--- src/rtl/buffet_filler.sv ---
// buffet_filler: producer-side credit endpoint of the buffet fill protocol.
// Optional feature macro BUFFET_FILLER_OVERLAP_EN keeps accepting during refills.
module buffet_filler #(
    parameter int DATA_WIDTH    = 32,
    parameter int ADDR_WIDTH    = 8,
    parameter int REFILL_THRESH = 2
) (
    input  logic                  clk,
    input  logic                  nreset_i,
    input  logic [DATA_WIDTH-1:0] in_data_i,
    input  logic                  in_valid_i,
    output logic                  in_ready_o,
    output logic [DATA_WIDTH-1:0] push_data_o,
    output logic                  push_valid_o,
    output logic                  credit_req_o,
    input  logic [ADDR_WIDTH-1:0] credit_in_i,
    input  logic                  credit_valid_i,
    output logic [ADDR_WIDTH-1:0] credit_cnt_o
);

    typedef enum logic [1:0] {
        IDLE,
        REQ,
        WAIT,
        RUN
    } state_t;

    state_t state;
    state_t state_nxt;

    logic [ADDR_WIDTH-1:0] credit_cnt;
    logic [1:0]            inflight;
    logic                  accept;
    logic                  cnt_nz;
    logic                  resp;
    logic [ADDR_WIDTH-1:0] cnt_after;
    logic [ADDR_WIDTH-1:0] infl_tot;
    logic [ADDR_WIDTH-1:0] load_val;

    assign cnt_nz = (credit_cnt != '0);

`ifdef BUFFET_FILLER_OVERLAP_EN
    assign in_ready_o = cnt_nz && (state != IDLE);
`else
    assign in_ready_o = cnt_nz && (state == RUN);
`endif

    assign accept    = in_valid_i & in_ready_o;
    assign resp      = (state == WAIT) && credit_valid_i;
    assign cnt_after = credit_cnt - ADDR_WIDTH'(accept);

    // The reply does not see words accepted from T-1 onward, including this cycle.
    assign infl_tot = ADDR_WIDTH'(inflight) + ADDR_WIDTH'(accept);
    assign load_val = (credit_in_i > infl_tot) ? (credit_in_i - infl_tot) : '0;

    assign credit_req_o = (state == REQ);
    assign credit_cnt_o = credit_cnt;

    // State register.
    always_ff @(posedge clk or negedge nreset_i) begin
        if (!nreset_i) begin
            state <= IDLE;
        end else begin
            state <= state_nxt;
        end
    end

    // Next-state: request, wait for the absolute credit, run until near empty.
    always_comb begin
        state_nxt = state;
        unique case (state)
            IDLE: state_nxt = REQ;
            REQ:  state_nxt = WAIT;
            WAIT: begin
                if (credit_valid_i) begin
                    state_nxt = (load_val == '0) ? REQ : RUN;
                end
            end
            RUN: begin
                if (cnt_after <= ADDR_WIDTH'(REFILL_THRESH)) begin
                    state_nxt = REQ;
                end
            end
            default: state_nxt = IDLE;
        endcase
    end

    // Credit counter: absolute reload on response, one down per accept.
    always_ff @(posedge clk or negedge nreset_i) begin
        if (!nreset_i) begin
            credit_cnt <= '0;
        end else if (resp) begin
            credit_cnt <= load_val;
        end else if (accept) begin
            credit_cnt <= cnt_after;
        end
    end

    // Inflight: restarts with the T-1 accept, saturates at 3 during REQ/WAIT.
    always_ff @(posedge clk or negedge nreset_i) begin
        if (!nreset_i) begin
            inflight <= '0;
        end else if (state_nxt == REQ) begin
            inflight <= {1'b0, accept};
        end else if (accept && (inflight != 2'd3)) begin
            inflight <= inflight + 2'd1;
        end
    end

    // Push strobe follows an accept by one cycle.
    always_ff @(posedge clk or negedge nreset_i) begin
        if (!nreset_i) begin
            push_valid_o <= 1'b0;
        end else begin
            push_valid_o <= accept;
        end
    end

    // Push data captured on accept; meaningless while the strobe is low.
    always_ff @(posedge clk) begin
        if (accept) begin
            push_data_o <= in_data_i;
        end
    end

endmodule

--- config.mk ---
export PLATFORM = sky130hd
export DESIGN_NAME = buffet_filler
export DESIGN_NICKNAME = d
export VERILOG_FILES = /design/src/rtl/buffet_filler.sv
export SDC_FILE = /design/constraint.sdc
export NUM_CORES = 1
export LEC_CHECK = 0
export CORE_ASPECT_RATIO = 0.8
export CORE_MARGIN = 2
export CORE_UTILIZATION = 42
export DETAILED_ROUTE_END_ITERATION = 8
export PLACE_DENSITY = 0.89
export SETUP_SLACK_MARGIN = 0.05
export SLEW_MARGIN = 10
export SYNTH_ARGS = -nofsm -noshare
export SYNTH_HDL_FRONTEND = slang
export SYNTH_SLANG_ARGS = --single-unit
--- constraint.sdc ---
create_clock -name clk -period 4.65 [get_ports clk]
set_input_delay 0.465 -clock clk [delete_from_list [all_inputs] [get_ports clk]]
set_output_delay 0.465 -clock clk [all_outputs]
set_load 0.02 [all_outputs]
==> results of run 1 <==
## final timing paths
check / end / slack (ps) / depth (start not counted)
worst max-delay path: inflight[0] / 760 / 15
worst min-delay path: credit_cnt_o[6] / 560 / 1
worst max register to register: inflight[0] / 760 / 15
min in group clk: credit_cnt_o[5] / 600 / 2
max in group asynchronous: inflight[0] / 3680 / 1
worst min register to register: credit_cnt_o[5] / 600 / 2
## power by group
| group | internal [mW] | switching (mW) | leakage (nW) |
|---|---|---|---|
| logic | 0.364 | 0.450 | 0.677 |
| registers | 0.558 | 0.0744 | 0.457 |
| clock network | 0.120 | 0.129 | 0.0512 |
| total | 1.04 | 0.653 | 1.19 |
## stage by stage
step | worst slack (ps) | std cells
after global placement | 836 | 306
final | 756 | 314
after CTS | 760 | 314
after floorplan | 599 | 159
after detailed placement | 778 | 306
after global routing | 428 | 314
## synth_stat cells, types with 3 or more instances
| library cell | n |
|---|---|
| dfrtp_1 | 13 |
| edfxtp_1 | 32 |
| ha_1 | 8 |
| inv_1 | 7 |
| nand2_1 | 13 |
| nand3_1 | 4 |
| nor2_1 | 15 |
| nor2b_1 | 5 |
| nor3_1 | 4 |
| o21ai_0 | 5 |
| o21ai_1 | 5 |
| xnor2_1 | 4 |
| xor2_1 | 3 |
## routing by layer
layer	part of all wire (%)	track usage [%]
met1	44	25.8
met2	45	27.7
met3	9.7	7.18
met4	0.73	4.79
met5	0	0
## logic make-up after synthesis
| family | after synthesis |
|---|---|
| DFF | 45 |
| muxes | 2 |
| AOI/OAI and AO/OA | 33 |
| xor gates and xnor gates | 7 |
| buffers and inverters | 9 |
| adders and majority gates | 9 |
| and+or+nand+nor | 54 |
## state kept, by name (all words and copies together), names as in the netlist
| name | cells |
|---|---|
| push_data_o | 32 |
| push_valid_o | 1 |
| state | 2 |
| credit_cnt_o | 8 |
| inflight | 2 |
## layout make-up
| class | count | area share [%] |
|---|---|---|
| clock buffer | 6 | 2.67 |
| multi-input combinational | 105 | 23.7 |
| sequential | 45 | 41.6 |
| clock inverter | 2 | 0.445 |
| timing repair buffer | 87 | 28.1 |
| tap | 60 | 2.43 |
| inverter | 9 | 1.09 |
==> flow_summary.json, run 1 <==
{
  "synthAdderAreaFrac_pct": 5.85,
  "final_cell_mix": "86 x clkdlybuf4s50_1, 32 x edfxtp_1, 15 x nor2_1, 13 x nand2_1, 13 x dfrtp_1",
  "fmax_mhz": 257,
  "num_vias": 1652,
  "crit_family": "compound AO/OA/AOI/OAI gates",
  "antenna_found_initial": 0,
  "wl_um": 4820,
  "ys.flop_type": "edfxtp_1",
  "syn_inst": 159,
  "timing.hold.ws_ps": 559,
  "yosysWarningCount": 0,
  "io_pins": 87,
  "die_h_um": 66.5,
  "timing.rr.start": "credit_cnt_o[3]",
  "dieArea_sq_mm": 0.00547,
  "hold_class": "primary input to async pin",
  "dp_hpwl_um": 3750,
  "yosysTopAreaCellShare_pct": 46.8,
  "post_cts_buffers": 0,
  "worst_ep_required_time_ps": 4820,
  "synth-edff-count": 32,
  "placed_area_sq_mm": 0.00300,
  "wl_per_cell_um": 15.4,
  "relSlewSlack_pct": 57.4,
  "stdcell_area_sq_mm": 0.00309,
  "drtIter0Drc": 141,
  "crit_buf_inv": 2,
  "drive_above_1_share_pct": 5.91,
  "grt_max_degree": 41,
  "port_buffers": 86,
  "synth_mux_area_share_pct": 0.975,
  "synth_area_sq_mm": 0.00205,
  "grt_pass1_vias": 1557,
  "avgSynthCellArea_sq_um": 12.9,
  "ant_nets": 0,
  "ys_ff_latch": 45,
  "crit_slowest_cell": "or3_1",
  "grt_pass1_wl_um": 7520,
  "vdd_drop_max_mv": 0.443,
  "via_per_inst": 5.26,
  "regArea_sq_mm": 0.00129,
  "start_util_pct": 44.1,
  "finalNetCount": 306,
  "clk_pin_slew_ps": 80,
  "max_stage_delay_ps": 470,
  "cellLeakagePower_nw": 1.19,
  "cts.htree.levels": 2,
  "hold_viol": 0,
  "p_total_mw": 1.69,
  "mostFrequentLayoutCell": "clkdlybuf4s50_1",
  "fp.dieW_um": 82.2,
  "grt_overflow": 0,
  "core_area_sq_mm": 0.00465,
  "clock_latency_ps": 290,
  "post-route-util_pct": 66.5,
  "worstSetupStartpoint": "credit_cnt_o[3]",
  "syn_nets": 212,
  "cts_hold_buf": 0,
  "clk_path_buf_depth": 2,
  "arrival_ps": 4070,
  "synth-compound-area-share_pct": 12.3,
  "cts_buffers": 5,
  "maxCapViolCount": 0,
  "row_count": 22,
  "synth-simple-area-share_pct": 13.6,
  "synth_top_family_by_area": "simple AND/OR/NAND/NOR gates",
  "synth_area_leaders": "edfxtp_1 47%, dfrtp_1 16%, ha_1 4.9%",
  "area_growth_pct": 50.6,
  "synth.distinct_cells": 44,
  "cp_cell_sequence": "or3_1 -> o311a_1 -> nand2_4 -> inv_2 -> ha_1 -> ha_1 -> inv_1 -> ha_1 -> nor2b_1 -> o21ai_2 -> nand3_1 -> mux2i_1 -> a21boi_0 -> a2111oi_2 -> nor2_1",
  "start_kind": "register",
  "async_flop_share_pct": 28.9,
  "worst_pin_slew_ps": 637,
  "synth_top_area_cell": "edfxtp_1",
  "status": "finished, final reports clean",
  "synthXorXnorAreaFrac_pct": 2.99,
  "ctsResizeCount": 0,
  "cts_tree": "done",
  "numClockSinks": 45,
  "fillers": 373,
  "diodes": 0,
  "rsz0062_at_grt": "false",
  "setup-violations-final": 0,
  "skew_ps": 4.90,
  "gp_congestion": 0.909,
  "cp_max_fo": 9,
  "root_buffer": "clkbuf_8",
  "period_share_pct": 83.7,
  "crit_top_cell": "ha_1",
  "setup-tns-final_ps": 0,
  "critPathCaptureType": "register",
  "yosysSeqAreaShare_pct": 62.6,
  "finalMaxSlewViolations": 0,
  "fin_crit_ps": 3890,
  "p_per_area_mw_per_mm2": 548,
  "firstDrtPassIters": 4,
  "drc": 0,
  "multi_input_area_sq_um": 733,
  "path_class": "register to register",
  "grtUsageTotal_pct": 18.7
}
Power figures use the tool's default switching activity.
==> inputs of run 2 (changes only) <==
Clock period 4.65 ns to 3.9 ns, I/O delays scaled along.
==> run 2 against run 1 <==
Highest routed layer unchanged. Final area grew 5.7%. Sequential cell count is the same. Via count grew 3.8%.
==> flow_summary.json, run 2 (same netlist as run 1, synthesis figures left out) <==
{
  "cts.htree.levels": 2,
  "die_h_um": 66.5,
  "fp.dieW_um": 82.2,
  "post-route-util_pct": 70.3,
  "arrival_ps": 3900,
  "maxCapViolCount": 0,
  "row_count": 22,
  "status": "finished, final reports clean",
  "worst_pin_slew_ps": 641,
  "grt_pass1_vias": 1620,
  "share_seq_of_total_power_pct": 33.0,
  "stdcell_area_sq_mm": 0.00327,
  "gp_congestion": 0.919,
  "period_share_pct": 95.3,
  "path_class": "register to register",
  "setup-violations-final": 0,
  "firstDrtPassIters": 4,
  "clk_pin_slew_ps": 80,
  "grtUsageTotal_pct": 18.9,
  "p_sw_mw": 0.832,
  "cellLeakagePower_nw": 1.24,
  "ant_nets": 0,
  "via_per_inst": 5.34,
  "skew_ps": 6.64,
  "hold_class": "primary input to async pin",
  "p_clk_share_pct": 18.2,
  "dieArea_sq_mm": 0.00547,
  "relSlewSlack_pct": 57.1,
  "numClockSinks": 45,
  "core_area_sq_mm": 0.00465,
  "wl_per_cell_um": 16.2,
  "cp_max_fo": 7,
  "intPower_mw": 1.43,
  "vdd_drop_max_mv": 0.558,
  "grt_overflow": 0,
  "clk_path_buf_depth": 2,
  "final_cell_mix": "86 x clkdlybuf4s50_1, 32 x edfxtp_1, 15 x nor2_1, 13 x nand2_1, 13 x dfrtp_1",
  "fillers": 333,
  "cts_buffers": 5,
  "fmax_mhz": 269,
  "critPathCaptureType": "register",
  "clock_latency_ps": 290,
  "placed_area_sq_mm": 0.00303,
  "fin_crit_ps": 3720,
  "multi_input_area_sq_um": 808,
  "p_comb_share_pct": 48.8,
  "io_pins": 87,
  "finalNetCount": 313,
  "antenna_found_initial": 0,
  "largest_reg_flops": 32,
  "rsz0062_at_grt": "false",
  "regArea_sq_mm": 0.00129,
  "diodes": 0,
  "root_buffer": "clkbuf_8",
  "hold_viol": 0,
  "worst_ep_required_time_ps": 4080,
  "drive_above_1_share_pct": 12.3,
  "mostFrequentLayoutCell": "clkdlybuf4s50_1",
  "start_kind": "register",
  "finalMaxSlewViolations": 0,
  "start_util_pct": 44.1,
  "grt_pass1_wl_um": 7700,
  "dp_hpwl_um": 3930,
  "cts_tree": "done",
  "top_register": "push_data_o",
  "cts_hold_buf": 0,
  "port_buffers": 86,
  "p_per_area_mw_per_mm2": 694,
  "wl_um": 5190,
  "drc": 0,
  "worstSetupStartpoint": "credit_cnt_o[1]",
  "area_growth_pct": 59.2,
  "p_sw_share_pct": 36.7,
  "grt_max_degree": 41,
  "drtIter0Drc": 159,
  "num_vias": 1714,
  "timing.rr.start": "credit_cnt_o[1]"
}
==> run 2: cell types whose count changed in the layout (fill, tap and decap cells not counted), sizes merged <==
cell and delta:
buf +7, bufinv +2, clkinv -2, clkbuf -1
inv +1
==> run 2: routing by layer <==
layer / part of all wire (%) / vias up / GRT usage (%)
li1: - / 803 / -
met1: 43 / 816 / 24.4
met2: 48 / 89 / 31.4
met3: 8.2 / 6 / 5.96
met4: 0.94 / 0 / 3.54
met5: 0 / - / 0
==> run 2: power by group through the flow <==
stage / Combinational (mW) / Sequential, mW / Clock (mW)
2_1_floorplan: 0.465 / 0.870 / 0
3_3_place_gp: 0.983 / 0.746 / 0
3_5_place_dp: 1.01 / 0.754 / 0
4_1_cts: 1.03 / 0.744 / 0.423
5_1_grt: 1.20 / 0.761 / 0.448
6_report: 1.11 / 0.748 / 0.413
==> run 2: final timing paths <==
check	endpoint	slack (ps)	cells past startpoint
max	inflight[1]	180	14
min	credit_cnt_o[1]	490	1
max reg2reg	inflight[1]	180	14
min reg2reg	credit_cnt_o[2]	610	2
max in group asynchronous	state[0]	2990	1
min in group clk	credit_cnt_o[2]	610	2
==> run 2: area by class of cell <==
| type | instances | area share (%) |
|---|---|---|
| clock buffer | 5 | 2.11 |
| clock inverter | 3 | 2.11 |
| inverter | 9 | 1.11 |
| multi-input combinational | 105 | 24.7 |
| sequential | 45 | 39.4 |
| tap | 60 | 2.30 |
| timing repair buffer | 94 | 28.3 |
==> run 2: metrics by stage <==
stage	std cells	setup slack [ps]	hold WS, ps	power [mW]	setup TNS, ps
3_3_place_gp	308	215	571	1.73	0
5_1_grt	321	33.4	520	2.41	0
6_report	321	183	491	2.27	0
3_5_place_dp	308	-29.2	592	1.77	-29.2
4_1_cts	319	58.4	509	2.20	0
2_1_floorplan	159	58.7	94.4	1.34	0
==> run 2: what timing repair did <==
item | in CTS | in global routing
resized for setup | 1 | 14
pin swaps | 1 | 8
endpoints found under the setup margin | 2 | 6
setup buffers | 3 | 2
==> run 2: critical path, stage by stage, from the launching register on <==
cell      delay, ps
dfrtp_1         420
or4_4           540
o311a_4         410
nand2_8         100
inv_4            40
ha_1            200
ha_4            160
inv_1            40
ha_1            280
nor2b_4         180
or4b_1          510
o211ai_2        170
a31oi_2         130
a211o_1         290
a21boi_1        130
